File: src/rtl/pong_pkg.sv
// rtl/pong_pkg.sv - shared pong game types and default sizes
package pong_pkg;

    typedef enum logic [2:0] {
        ST_IDLE  = 3'd0,
        ST_SERVE = 3'd1,
        ST_PLAY  = 3'd2,
        ST_PAUSE = 3'd3,
        ST_OVER  = 3'd4
    } state_t;

    localparam int WIN_SCORE_DEF = 7;
    localparam int SCORE_W_DEF   = 4;

endpackage

File: src/rtl/pause_timer.sv
// rtl/pause_timer.sv - loadable down-counter with a registered zero flag
module pause_timer #(
    parameter int W = 25
) (
    input  logic         clock,
    input  logic         reset_n,
    input  logic         load,
    input  logic [W-1:0] value,
    output logic         done
);

    logic [W-1:0] r_count;
    logic         r_done;

    // done trails the zero count by one cycle, giving value+2 cycles from load to done.
    always_ff @(posedge clock or negedge reset_n) begin
        if (!reset_n) begin
            r_count <= '0;
            r_done  <= 1'b0;
        end else if (load) begin
            r_count <= value;
            r_done  <= 1'b0;
        end else begin
            r_done <= (r_count == '0);
            if (r_count != '0) begin
                r_count <= r_count - 1'b1;
            end
        end
    end

    assign done = r_done;

endmodule

File: src/rtl/score_keeper.sv
// rtl/score_keeper.sv - pong point counter, serve pacing and win flags
module score_keeper
    import pong_pkg::*;
#(
    parameter int          WIN_SCORE    = WIN_SCORE_DEF,
    parameter int          SCORE_W      = SCORE_W_DEF,
    parameter int unsigned PAUSE_CYCLES = 32'd1 << 24
) (
    input  logic               clock,
    input  logic               reset_n,
    input  logic               start,
    input  logic               miss_left,
    input  logic               miss_right,
    output logic [SCORE_W-1:0] score_left,
    output logic [SCORE_W-1:0] score_right,
    output logic               serve,
    output logic               ball_active,
    output logic               left,
    output logic               right
);

    localparam int                 PCW        = $clog2(PAUSE_CYCLES + 1);
    localparam logic [PCW-1:0]     PAUSE_LOAD = PCW'(PAUSE_CYCLES - 1);
    localparam logic [SCORE_W-1:0] WIN        = SCORE_W'(WIN_SCORE);

    state_t             r_state;
    state_t             w_next_state;
    logic [SCORE_W-1:0] r_score_left, r_score_right;
    logic               r_serve, r_ball_active, r_left, r_right;
    logic [SCORE_W-1:0] w_score_left_nxt, w_score_right_nxt;
    logic               w_serve_nxt, w_ball_active_nxt, w_left_nxt, w_right_nxt;
    logic [SCORE_W-1:0] w_left_inc, w_right_inc;
    logic               w_miss_one, w_left_wins, w_right_wins;
    logic               w_timer_load, w_timer_done, w_new_game;

    assign w_miss_one   = miss_left ^ miss_right;
    assign w_left_inc   = r_score_left + 1'b1;
    assign w_right_inc  = r_score_right + 1'b1;
    assign w_left_wins  = w_miss_one && miss_right && (w_left_inc == WIN);
    assign w_right_wins = w_miss_one && miss_left && (w_right_inc == WIN);
    assign w_new_game   = start && ((r_state == ST_IDLE) || (r_state == ST_OVER));
    assign w_timer_load = (r_state == ST_PLAY) && (w_next_state == ST_PAUSE);

    pause_timer #(
        .W(PCW)
    ) u_pause_timer (
        .clock   (clock),
        .reset_n (reset_n),
        .load    (w_timer_load),
        .value   (PAUSE_LOAD),
        .done    (w_timer_done)
    );

    always_ff @(posedge clock or negedge reset_n) begin
        if (!reset_n) begin
            r_state <= ST_IDLE;
        end else begin
            r_state <= w_next_state;
        end
    end

    always_comb begin
        w_next_state = r_state;
        case (r_state)
            ST_IDLE:  if (start) w_next_state = ST_SERVE;
            ST_SERVE: w_next_state = ST_PLAY;
            ST_PLAY: begin
                if (w_left_wins || w_right_wins) begin
                    w_next_state = ST_OVER;
                end else if (miss_left || miss_right) begin
                    w_next_state = ST_PAUSE;
                end
            end
            ST_PAUSE: if (w_timer_done) w_next_state = ST_SERVE;
            ST_OVER:  if (start) w_next_state = ST_SERVE;
            default:  w_next_state = ST_IDLE;
        endcase
    end

    // Outputs are computed from the next state so every output is a plain register.
    always_comb begin
        w_score_left_nxt  = r_score_left;
        w_score_right_nxt = r_score_right;
        w_left_nxt        = r_left;
        w_right_nxt       = r_right;
        w_serve_nxt       = (w_next_state == ST_SERVE);
        w_ball_active_nxt = (w_next_state == ST_SERVE) || (w_next_state == ST_PLAY);
        if (w_new_game) begin
            w_score_left_nxt  = '0;
            w_score_right_nxt = '0;
            w_left_nxt        = 1'b0;
            w_right_nxt       = 1'b0;
        end else if ((r_state == ST_PLAY) && w_miss_one) begin
            if (miss_right) begin
                w_score_left_nxt = w_left_inc;
                w_left_nxt       = w_left_wins;
            end else begin
                w_score_right_nxt = w_right_inc;
                w_right_nxt       = w_right_wins;
            end
        end
    end

    always_ff @(posedge clock or negedge reset_n) begin
        if (!reset_n) begin
            r_score_left  <= '0;
            r_score_right <= '0;
            r_serve       <= 1'b0;
            r_ball_active <= 1'b0;
            r_left        <= 1'b0;
            r_right       <= 1'b0;
        end else begin
            r_score_left  <= w_score_left_nxt;
            r_score_right <= w_score_right_nxt;
            r_serve       <= w_serve_nxt;
            r_ball_active <= w_ball_active_nxt;
            r_left        <= w_left_nxt;
            r_right       <= w_right_nxt;
        end
    end

    assign score_left  = r_score_left;
    assign score_right = r_score_right;
    assign serve       = r_serve;
    assign ball_active = r_ball_active;
    assign left        = r_left;
    assign right       = r_right;

endmodule
File: config.mk
export PLATFORM = sky130hd
export DESIGN_NAME = score_keeper
export DESIGN_NICKNAME = d
export VERILOG_FILES = /design/src/rtl/pong_pkg.sv /design/src/rtl/pause_timer.sv /design/src/rtl/score_keeper.sv
export SDC_FILE = /design/constraint.sdc
export NUM_CORES = 1
export LEC_CHECK = 0
export CORE_MARGIN = 10
export CORE_UTILIZATION = 50
export CTS_BUF_LIST = sky130_fd_sc_hd__clkbuf_4 sky130_fd_sc_hd__clkbuf_8
export CTS_CLUSTER_DIAMETER = 80
export DETAILED_ROUTE_END_ITERATION = 10
export GPL_TIMING_DRIVEN = 0
export PLACE_DENSITY = 0.84
export SKIP_CTS_REPAIR_TIMING = 1
export SLEW_MARGIN = 20
export SYNTH_ARGS = -nofsm -noshare
export SYNTH_HDL_FRONTEND = slang
export SYNTH_SLANG_ARGS = --single-unit
File: constraint.sdc
create_clock -name clock -period 1.78 [get_ports clock]
set_clock_uncertainty 0.05 [all_clocks]
set_input_delay 0.267 -clock clock [delete_from_list [all_inputs] [get_ports clock]]
set_output_delay 0.267 -clock clock [all_outputs]
set_load 0.01 [all_outputs]
* Word-level counts from Yosys, hierarchy flattened
Index checks and enable logic that the tools add are counted.
Cells by class: $add $sub $neg 3, equal/unequal tests 10, multiplexer cells 20, bitwise logic cells 1, reductions and logical operators 20
Operators with widths (number):
- 25-bit 2-to-1 mux | 2
- 25-bit zero test | 1
- 25-bit nonzero test | 1
- 25-bit by 1-bit subtractor with 25-bit output (second input constant) | 1
- 4-bit 2-to-1 mux | 6
- 3-bit by 2-bit == test with 1-bit output (second input constant) | 4
- 3-bit 2-to-1 mux | 4
- 3-bit case mux with 4 select lines | 1
- 4-bit by 1-bit adder with 4-bit output (second input constant) | 2
- 4-bit by 3-bit == test with 1-bit output (second input constant) | 2
- 1-bit logical AND | 7
- 1-bit 2-to-1 mux | 7
- 3-bit by 1-bit == test with 1-bit output (second input constant) | 2
- 2-bit nonzero test | 3
- 1-bit logical OR | 4
- 2-bit AND reduction | 2
- 3-bit == test (second input constant) | 1
- 3-bit zero test | 1
- 2-bit by 1-bit != test with 1-bit output (second input constant) | 1
- 2-bit OR reduction | 1
- 1-bit XOR | 1
Storage, ports and cells: register bits after elaboration 41, input bits 5, output and inout bits 12, logic and storage cells 63

* Longest topological paths before layout
word-level depth 9, depth in mapped cells 8

* Hierarchy
From an unflattened synthesis, not the netlist that was laid out.
Second synthesis, totals: cells, all modules 269, area total of the unflattened synthesis 2508.7 um^2
By module, submodules not included:
- pause_timer | times used 1, cells each 180, area an instance 1617.8 um^2, sequential area each 650.6 um^2
- score_keeper | times used 1, cells each 89, area an instance 890.9 um^2, sequential area each 375.4 um^2

* Worst setup path before layout
OpenSTA, ideal clock, no wires.
path kind register to register, start point reg r_score_right[0], in the netlist score_right[0], end point reg u_pause_timer.r_count[17], setup time 146 ps, arrival 1692 ps, data required time 1584 ps, path slack -108 ps, stages on the path, launching flop included 8, path buffers 1, period minus slack after synthesis 1888 ps, path through dfrtp_1 > ha_1 > nand2b_1 > a21oi_1 > a22oi_1 > nand2_1 > clkbuf_1 > o211ai_1
Between the ends: word-level cells in the longest chain between the ends 9
Ends and longest elaborated chain:
- start, declared | line score_keeper.sv:28 | logic [SCORE_W-1:0] r_score_left, r_score_right;
- start signal, assigned | line score_keeper.sv:114 | r_score_right <= w_score_right_nxt;
- 4-bit by 1-bit adder with 4-bit output * | line score_keeper.sv:38 | assign w_right_inc = r_score_right + 1'b1;
- 4-bit by 3-bit == test with 1-bit output * | line score_keeper.sv:40 | assign w_right_wins = w_miss_one && miss_left && (w_right_inc == WIN);
- 1-bit logical AND * | line score_keeper.sv:40
- 1-bit logical OR * | line score_keeper.sv:68 | if (w_left_wins || w_right_wins) begin
- 3-bit 2-to-1 mux * | line score_keeper.sv:68
- 3-bit case mux with 4 select lines * | line score_keeper.sv:64 | case (r_state)
- 3-bit by 2-bit == test with 1-bit output * | line score_keeper.sv:42 | assign w_timer_load = (r_state == ST_PLAY) && (w_next_state == ST_PAUSE);
- 1-bit logical AND * | line score_keeper.sv:42
- 25-bit 2-to-1 mux or 2-bit nonzero test (tied branches)
- end signal, assigned | line pause_timer.sv:21 | r_count <= value;
- end signal, assigned | line pause_timer.sv:26 | r_count <= r_count - 1'b1;
- end, declared | line pause_timer.sv:12 | logic [W-1:0] r_count;
Every way passes the cells marked *; elsewhere a longest branch is shown, timed or not. A chain may end at the register's enable or synchronous reset.

* Worst setup path after layout
start point reg u_pause_timer.r_count[5], end point reg u_pause_timer.r_count[24]
Between the ends: word-level cells in the longest chain between the ends 3
Ends and longest elaborated chain:
- 25-bit by 1-bit subtractor with 25-bit output | line pause_timer.sv:26
- 25-bit 2-to-1 mux | line pause_timer.sv:25 | if (r_count != '0) begin
- 25-bit 2-to-1 mux | line pause_timer.sv:20 | end else if (load) begin
Several ways; a longest one is shown, not always the timed one. The select of a mux whose other input is x is not followed.

==> results.txt <==
Mean instance size in the synthesized netlist -> 9.691 um2
Fraction of registers with async set or reset after synthesis -> 100.0%
Highest clock rate -> 469.2 MHz
Cell class contributing the biggest share of worst-path delay -> simple AND/OR/NAND/NOR gates
Final Worst Setup Slack -> -0.3513 ns
Biggest cell delay along the critical path -> 0.58 ns
Cell variety after synth -> 42
Synthesized flop and latch total -> 41
Height of the die -> 85.30 um
Worst-case register-to-register setup slack -> -0.35 ns
Hpwl dp -> 3215 um
Final hold vios -> 0
Setup repair after global routing missed its margin -> true
Violations in the final reports -> setup timing
Cell-by-cell trace of the critical path -> nor4_4 > nand4_1 > or4_1 > and3_1
Total power -> 3.137 mW
First-pass DRT Iterations -> 4
Count of antenna-violating nets left after detailed routing -> 0
Area Growth Syn to Fin -> 43.54%
Floorplan core area -> 4058 um2
Required @ worst endpoint -> 1.92 ns
Maximum vdd drop -> 0.7447 mV
Result of the run -> finished, violations left
Avg WL per Cell -> 19.00 um
Total Die Area -> 7276 um2
Clock sinks -> 41
CP endpoint kind -> flop
Final worst-path cycle share -> 119.7%
Kind of start point of the critical path -> flop
Final RePlAce weighted congestion -> 0.7777
PortBufs -> 16
Global-route congestion overflow total -> 0
Cell area reported after detailed placement -> 2400 um2
Number of endpoints failing setup at the final stage -> 26
Clock transition at the register clock pins on the worst setup and hold paths after CTS -> 0.09 ns
Leading register cell type out of synthesis -> sky130_fd_sc_hd__dfrtp_1
TritonCTS buffer count -> 5
Master of the slowest instance on the critical path -> sky130_fd_sc_hd__or4_1
Die width -> 85.30 um
Count of routing violations after the opening detailed-route iteration -> 129
Clock period minus worst slack -> 2.131 ns
Overall via count from detail_route -> 1,975
Longest Clk Path Bufs -> 2
Worst EP arrival -> 2.27 ns
Worst-margin pin slew -> 0.5402 ns
Root Buffer -> sky130_fd_sc_hd__clkbuf_8
Power density over the cells -> 1025 nW/um2
Fill cell total of the finished layout -> 244
Diodes inserted -> 0
Initial cell density of the core -> 52.54%
Number of violations of the max-capacitance limit -> 0
Total non-filler cell area in the finished layout -> 3060 um2
Average vias per placed instance -> 6.058
Top-level I/O count -> 17
Clock latency on the worst-skew pair -> 0.30 ns
EDFF count, synth -> 0
Ys Warns -> 0
Maximum number of pins on one net before global-route repair -> 26
Initial antenna violation count -> 0
Clock tree from TritonCTS -> yes
Via count of the first global-routing pass -> 1,746
Global routing usage summed across all routing layers -> 12.84%
Critical path buffers and inverters -> 0
Leakage -> 1.166 nW
Highest fanout seen on the critical path -> 5
Relative slew slack -> 63.71%
Sequential share of the synthesized area -> 48.12%
Nets -> 288
Wire length of the first global-routing pass -> 7852 um
Tightest Hold Check Type -> in2async
Number of cells produced by synthesis -> 220
Total DRC errors in the routed layout -> 0
Share of post-route cells with drive strength above 1 -> 34.06%
Clock H-tree levels -> 2
Synthesized area -> 2132 um2
Post-Syn Nets -> 233
Type of the worst setup path -> reg2reg
Util after Layout -> 75.42%
Count of final max-slew check failures -> 0
Std cell rows -> 23
Aggregate routed wire length -> 6194 um
## layer usage
metal,up-vias,share of wire (%),track usage [%]
met2,79,50,21.46
met1,958,40,14.31
met5,-,0,0
met4,0,5.0,6.287
met3,31,4.7,4.207
li1,907,-,-
## Yosys cell counts (all sizes together), types with 6 or more instances
cell type  instances  area (um2)
nand3             21       110.1
dfrtp             41        1026
ha                 8       100.1
nor2               9       33.78
nand2             29       108.9
nor3               9       45.04
o21ai             14       70.07
nand2b             6       37.54
inv                7       26.28
xor2               7       61.31
nor4               6       52.55
xnor2              7       61.31
## layout make-up
| class | count | area [um2] | share of cell area (%) |
|---|---|---|---|
| plain buffers | 7 | 52.55 | 1.717 |
| clock buffers | 5 | 68.82 | 2.249 |
| clock inverters | 3 | 17.52 | 0.5724 |
| inverters | 7 | 26.28 | 0.8585 |
| multi-input cells | 165 | 1315 | 42.97 |
| flip-flops and latches | 41 | 1033 | 33.77 |
| well taps | 50 | 62.56 | 2.044 |
| repair buffers | 48 | 484.2 | 15.82 |
## metrics by stage
stage,cells,worst slack (ns),hold WS [ns],TNS (ns)
floorplan,220,-0.07836,-0.07859,-0.2716
global placement,286,-0.6943,0.4318,-36.68
detailed placement,287,-0.6083,0.1731,-15.69
CTS,295,-0.3531,-0.1438,-7.726
global route,326,-0.3789,0.4363,-5.657
finish,326,-0.3513,0.3860,-4.126
## report_power, final
group | total [mW] | leakage, nW | switching [mW] | internal [mW]
Combinational | 1.26 | 0.682 | 0.621 | 0.639
Sequential | 1.25 | 0.440 | 0.179 | 1.07
Clock | 0.624 | 0.0439 | 0.353 | 0.271
## cells in the final DEF, fill, tap and decap left out, types with 6 or more instances in the layout
cell type	n
sky130_fd_sc_hd__dfrtp_2	6
sky130_fd_sc_hd__buf_4	20
sky130_fd_sc_hd__dfrtp_1	35
sky130_fd_sc_hd__nor2_1	6
sky130_fd_sc_hd__buf_6	10
sky130_fd_sc_hd__nand2_1	25
sky130_fd_sc_hd__clkdlybuf4s50_1	14
sky130_fd_sc_hd__o21ai_0	11
sky130_fd_sc_hd__xor2_1	7
sky130_fd_sc_hd__nand3_1	20
## cell families (layout without fill, tap and decap cells)
logic type | after synthesis | in the layout | synth area share (%)
xor gates and xnor gates | 14 | 14 | 5.751
and+or+nand+nor | 98 | 98 | 23.94
buffers and inverters | 14 | 70 | 2.523
muxes | 3 | 3 | 1.409
adders and majority gates | 8 | 8 | 4.695
DFF | 41 | 41 | 48.12
AOI/OAI and AO/OA | 42 | 42 | 13.56
## sequential cells by signal, summed over array words and instances, names as in the netlist
register	flops
left	1
ball_active	1
u_pause_timer.done	1
u_pause_timer.r_count	25
score_left	4
score_right	4
serve	1
r_state	3
right	1
## path summary, 6_finish.rpt
| check | start | endpoint | cells past startpoint |
|---|---|---|---|
| setup / recovery | u_pause_timer.r_count[5]$_DFFE_PN0P_ | u_pause_timer.r_count[24]$_DFFE_PN0P_ | 4 |
| hold reg to reg | left$_DFFE_PN0P_ | left$_DFFE_PN0P_ | 2 |
| min in group clock | left$_DFFE_PN0P_ | left$_DFFE_PN0P_ | 2 |
| max in group asynchronous | reset_n | u_pause_timer.r_count[15]$_DFFE_PN0P_ | 3 |
| hold / removal | reset_n | score_right[2]$_DFFE_PN0P_ | 2 |
| setup reg to reg | u_pause_timer.r_count[5]$_DFFE_PN0P_ | u_pause_timer.r_count[24]$_DFFE_PN0P_ | 4 |
(Power assumes the default switching activity.)
